--- src/rtl/counter_pkg.sv ---
// Shared definitions for the modulus counters: saturate-mode encodings and a
// parameter sanity helper.
package counter_pkg;

    localparam int unsigned MODE_WRAP = 0;
    localparam int unsigned MODE_SAT  = 1;

    // True when modulus m fits a w-bit register and leaves at least two states.
    function automatic bit modulus_ok(input int unsigned w, input int unsigned m);
        return (m >= 2) && (longint'(m) <= (longint'(1) << w));
    endfunction

endpackage

--- src/rtl/reg_fall_sync.sv ---
// WIDTH-bit register clocked on the falling edge, with enable and a synchronous
// clear that takes priority over the enable.
module reg_fall_sync #(
    parameter int unsigned WIDTH = 5
) (
    input  logic             clk_i,
    input  logic             clr_i,
    input  logic             en_i,
    input  logic [WIDTH-1:0] d_i,
    output logic [WIDTH-1:0] q_o
);

    logic [WIDTH-1:0] q_q;

    always_ff @(negedge clk_i) begin
        if (clr_i) begin
            q_q <= '0;
        end else if (en_i) begin
            q_q <= d_i;
        end
    end

    assign q_o = q_q;

endmodule

--- src/rtl/counter_mod_falling.sv ---
// Up/down modulus counter updated on the falling clock edge, with parallel load,
// terminal-count pulse and a sticky boundary-crossing flag.
module counter_mod_falling
    import counter_pkg::*;
#(
    parameter int unsigned WIDTH    = 5,
    parameter int unsigned MODULUS  = 32,
    parameter int unsigned SATURATE = MODE_WRAP
) (
    input  logic             clk,
    input  logic             rst,
    input  logic             en,
    input  logic             up,
    input  logic             load,
    input  logic [WIDTH-1:0] load_val,
    input  logic             clr_ovf,
    output logic [WIDTH-1:0] out,
    output logic             tc,
    output logic             ovf
);

    if (!modulus_ok(WIDTH, MODULUS)) begin : g_bad_modulus
        $error("counter_mod_falling: MODULUS must satisfy 2 <= MODULUS <= 2**WIDTH");
    end

    localparam logic [WIDTH-1:0] MaxVal  = WIDTH'(MODULUS - 1);
    localparam bit               SatMode = (SATURATE == MODE_SAT);

    logic [WIDTH-1:0] count_q, count_d;
    logic             tc_q, tc_d;
    logic             ovf_q, ovf_d;
    logic             crossing;

    always_comb begin
        count_d  = count_q;
        crossing = 1'b0;
        if (load) begin
            count_d = (load_val > MaxVal) ? MaxVal : load_val;
        end else if (en) begin
            if (up) begin
                if (count_q == MaxVal) begin
                    crossing = 1'b1;
                    count_d  = SatMode ? MaxVal : '0;
                end else begin
                    count_d = count_q + WIDTH'(1);
                end
            end else begin
                if (count_q == '0) begin
                    crossing = 1'b1;
                    count_d  = SatMode ? '0 : MaxVal;
                end else begin
                    count_d = count_q - WIDTH'(1);
                end
            end
        end
        tc_d  = crossing;
        // A fresh crossing wins over a simultaneous clear request.
        ovf_d = crossing | (ovf_q & ~clr_ovf);
    end

    reg_fall_sync #(
        .WIDTH(WIDTH)
    ) u_count_reg (
        .clk_i(clk),
        .clr_i(rst),
        .en_i (load | en),
        .d_i  (count_d),
        .q_o  (count_q)
    );

    always_ff @(negedge clk) begin
        if (rst) begin
            tc_q  <= 1'b0;
            ovf_q <= 1'b0;
        end else begin
            tc_q  <= tc_d;
            ovf_q <= ovf_d;
        end
    end

    assign out = count_q;
    assign tc  = tc_q;
    assign ovf = ovf_q;

endmodule
--- config.mk ---
export PLATFORM = sky130hd
export DESIGN_NAME = counter_mod_falling
export DESIGN_NICKNAME = d
export VERILOG_FILES = /design/src/rtl/counter_pkg.sv /design/src/rtl/reg_fall_sync.sv /design/src/rtl/counter_mod_falling.sv
export SDC_FILE = /design/constraint.sdc
export NUM_CORES = 1
export LEC_CHECK = 0
export ABC_AREA = 1
export BUFFER_PORTS_ARGS = -buffer_cell sky130_fd_sc_hd__buf_2
export CORE_AREA = 2 2 39 41
export CTS_BUF_LIST = sky130_fd_sc_hd__clkbuf_4
export DETAILED_ROUTE_END_ITERATION = 10
export DIE_AREA = 0 0 41 43
export MAX_ROUTING_LAYER = met4
export PLACE_DENSITY_LB_ADDON = 0.05
export SYNTH_ARGS = -nofsm -noshare
export SYNTH_HDL_FRONTEND = slang
export SYNTH_SLANG_ARGS = --single-unit
--- constraint.sdc ---
create_clock -name clk -period 1.8 [get_ports clk]
set_input_delay 0.09 -clock clk [delete_from_list [all_inputs] [get_ports clk]]
set_output_delay 0.09 -clock clk [all_outputs]
set_load 0.02 [all_outputs]
==> results.json <==
{
  "endpoint_kind": "output pin",
  "global_route_wire_length_before_repair_um": 2520,
  "power.clock.fraction_pct": 35.7,
  "synth.ff_latch_count": 7,
  "hold_path_depth": 2,
  "route.antenna.remaining_nets": 0,
  "worst-endpoint-arrival_ns": 1.70,
  "regToRegEndpoint": "u_count_reg.q_o[2]$_SDFFE_NP0P_",
  "power.share.switching_pct": 37.0,
  "hp-start": "ovf$_SDFF_NP0_",
  "most_common_cell_after_layout_fill_and_taps_aside": "inv_1",
  "drv_slew": 0,
  "dp_hpwl_um": 1100,
  "setup_tns_ns": 0,
  "power.density_cell_area_mw_per_mm2": 708,
  "num_io_pins": 18,
  "slew-limit-headroom_pct": 86.0,
  "design.core.area_mm2": 0.00138,
  "power.leakage_nw": 0.418,
  "io_buffers": 17,
  "critical-path-top-delay-family": "flip-flops",
  "post_detailed_routing_wire_length_um": 1520,
  "grt_pass1_vias": 630,
  "initial_core_util_pct": 37.8,
  "synth.lib_cells_used.distinct": 23,
  "setup_ws_ns": 0.00787,
  "sequentialPowerShare_pct": 32.0,
  "cp_num_buf_inv": 1,
  "cts.clk_slew.worst_paths_ns": 0.04,
  "area_growth_pct": 50.2,
  "die_width_um": 41,
  "crit_chain": "buf_6",
  "clockRootBuffer": "clkbuf_4",
  "r2r.worst_path.cells": 11,
  "routabilityCongestion": 0.802,
  "outcome": "completed",
  "grtUsageTotal_pct": 22.5,
  "layout-drive-gt1-share_pct": 41.3,
  "insertedDiodeCount": 0,
  "grt_antenna_before_repair": 0,
  "unrepaired_setup_endpoints_after_global_routing": "true",
  "peakVddDrop_uv": 504,
  "via_per_inst": 5.02,
  "tritoncts": "yes",
  "worst_hold_path_class": "flip-flop to flip-flop",
  "fin_worst_hold_slack_ns": 0.508,
  "cts_buffer_depth": 2,
  "routed_wire_length_per_instance_um": 12.2,
  "synth_warnings": 0,
  "grt_overflow": 0,
  "critical_path_class": "flip-flop to output pin",
  "synth_fp_nets": 89,
  "netSwitchingPower_w": 0.000205,
  "critical_path_peak_fanout": 5,
  "crit_path_top_delay_cell": "dfxtp_4",
  "syn-instance-count": 74,
  "cp-startpoint": "u_count_reg.q_o[1]$_SDFFE_NP0P_",
  "min_to": "ovf$_SDFF_NP0_",
  "beginning_of_the_worst_register_to_register_path": "u_count_reg.q_o[0]$_SDFFE_NP0P_",
  "timing.final.hold_violations": 0,
  "cts_num_sinks": 7,
  "synth.avg_cell_area_um2": 7.07,
  "seq_area_frac_synth_pct": 26.8,
  "cpPeakStageDelay_ns": 0.37,
  "combinationalPowerShare_pct": 32.3,
  "grt_max_degree": 9,
  "worst_case_setup_slack_after_placement_ns": -0.0248,
  "final.setup_skew_ns": 0.0211,
  "final-setup-viol-count": 0,
  "first_pass_iters": 2,
  "placementRows": 14,
  "worstSkewPairLatency_ns": 0.32,
  "route.detailed.drc": 0,
  "cts_max_level": 1,
  "design.final.nets": 125,
  "fp.dieH_um": 43,
  "max_capacitance_violation_count": 0,
  "detailroute.via_count": 627,
  "dr.first_iter.drc_count": 5,
  "cp_data_required_time_ns": 1.71,
  "syn-cell-area_um2": 523,
  "mostFrequentLayoutCells": "inv_1, nand2_1, buf_2, buf_4, nand3_1",
  "internal-power_w": 0.000351,
  "startpoint_type": "flip-flop",
  "dieArea_mm2": 0.00176,
  "cts_made_buffers": 3,
  "worst_slew_pin_tran_ns": 0.210,
  "ff2ff_setup_slack_ns": 0.15
}
==> cell families after synthesis <==
| logic type | synth area share [%] |
|---|---|
| XOR/XNOR | 1.67 |
| adder cells (fa/ha/maj) | 9.57 |
| flip-flops | 26.8 |
| AO/OA/AOI/OAI | 18.7 |
| buffers and inverters | 10.0 |
| AND/OR/NAND/NOR | 33.3 |
==> how the worst max path moves through the flow <==
stage | end | depth (start not counted)
after global placement | u_count_reg.q_o[2]$_SDFFE_NP0P_ | 8
after global routing | out[1] | 1
final | out[1] | 1
after floorplan | u_count_reg.q_o[2]$_SDFFE_NP0P_ | 7
after detailed placement | u_count_reg.q_o[2]$_SDFFE_NP0P_ | 8
after CTS | out[1] | 1
==> flip-flops by register name (all words and copies together), names as in the netlist <==
register,count
ovf,1
tc,1
u_count_reg.q_o,5
==> area by class of cell <==
type / instances / area (um^2)
fill: 156 / 598
multi-input combinational: 55 / 337
timing repair buffer: 26 / 186
sequential: 7 / 153
inverter: 10 / 37.5
clock inverter: 8 / 30.0
clock buffer: 3 / 22.5
tap: 16 / 20.0
==> Yosys cell counts, drive strengths merged <==
library cell	count	share of area (%)
a31oi	1	1.2
o221ai	1	1.7
ha	4	9.6
buf	1	2.2
nor2	9	8.4
nand3	8	7.7
a22oi	3	4.3
inv	11	7.9
o21ai	2	1.9
o22ai	4	6.0
or2	2	2.4
xnor2	1	1.7
dfxtp	7	27
a21oi	3	3.6
nand2	14	10
nand4	3	4.8
==> stage by stage <==
step	total power [W]	cell area [um^2]	instances	utilization (%)
after floorplan	0.000306	523	74	-
after global routing	0.000608	786	125	56.8
after global placement	0.000363	669	113	48.4
after CTS	0.000555	758	124	54.8
final	0.000556	786	125	56.8
after detailed placement	0.000363	669	113	48.4
==> power by group through the flow <==
| stage | Sequential, W | Clock, W | Combinational, W |
|---|---|---|---|
| global route | 0.000180 | 0.000231 | 0.000197 |
| finish | 0.000178 | 0.000198 | 0.000180 |
| global placement | 0.000179 | 0.0000275 | 0.000157 |
| CTS | 0.000178 | 0.000209 | 0.000168 |
| detailed placement | 0.000179 | 0.0000275 | 0.000156 |
| floorplan | 0.000195 | 0.0000275 | 0.0000833 |
==> metal layers <==
layer / part of all wire (%) / global-route usage [%] / up-vias
met5: 0 / - / -
met4: 2.2 / 9.33 / 0
met3: 5.8 / 10.5 / 4
met2: 48 / 34.4 / 16
met1: 44 / 23.9 / 287
li1: - / - / 320
==> timing repair <==
item | 4_1_cts | 5_1_grt
pin swaps | 0 | 2
hold buffers | 0 | 0
setup endpoints to repair | 5 | 7
gates resized for setup | 13 | 9
buffers inserted | 1 | 1
endpoints found under the hold margin | 0 | 0
==> worst register-to-register path, stage by stage, from the launching register on <==
cell and delay [ns]:
dfxtp_2 0.32, buf_4 0.14, ha_2 0.18, nand2_1 0.07, nor2_1 0.06, ha_1 0.17
or2_1 0.24, nor2_1 0.10, nand2_1 0.06, o21ai_2 0.05, inv_1 0.07, o22ai_2 0.08
No activity file was read; power rests on OpenSTA's default activity.
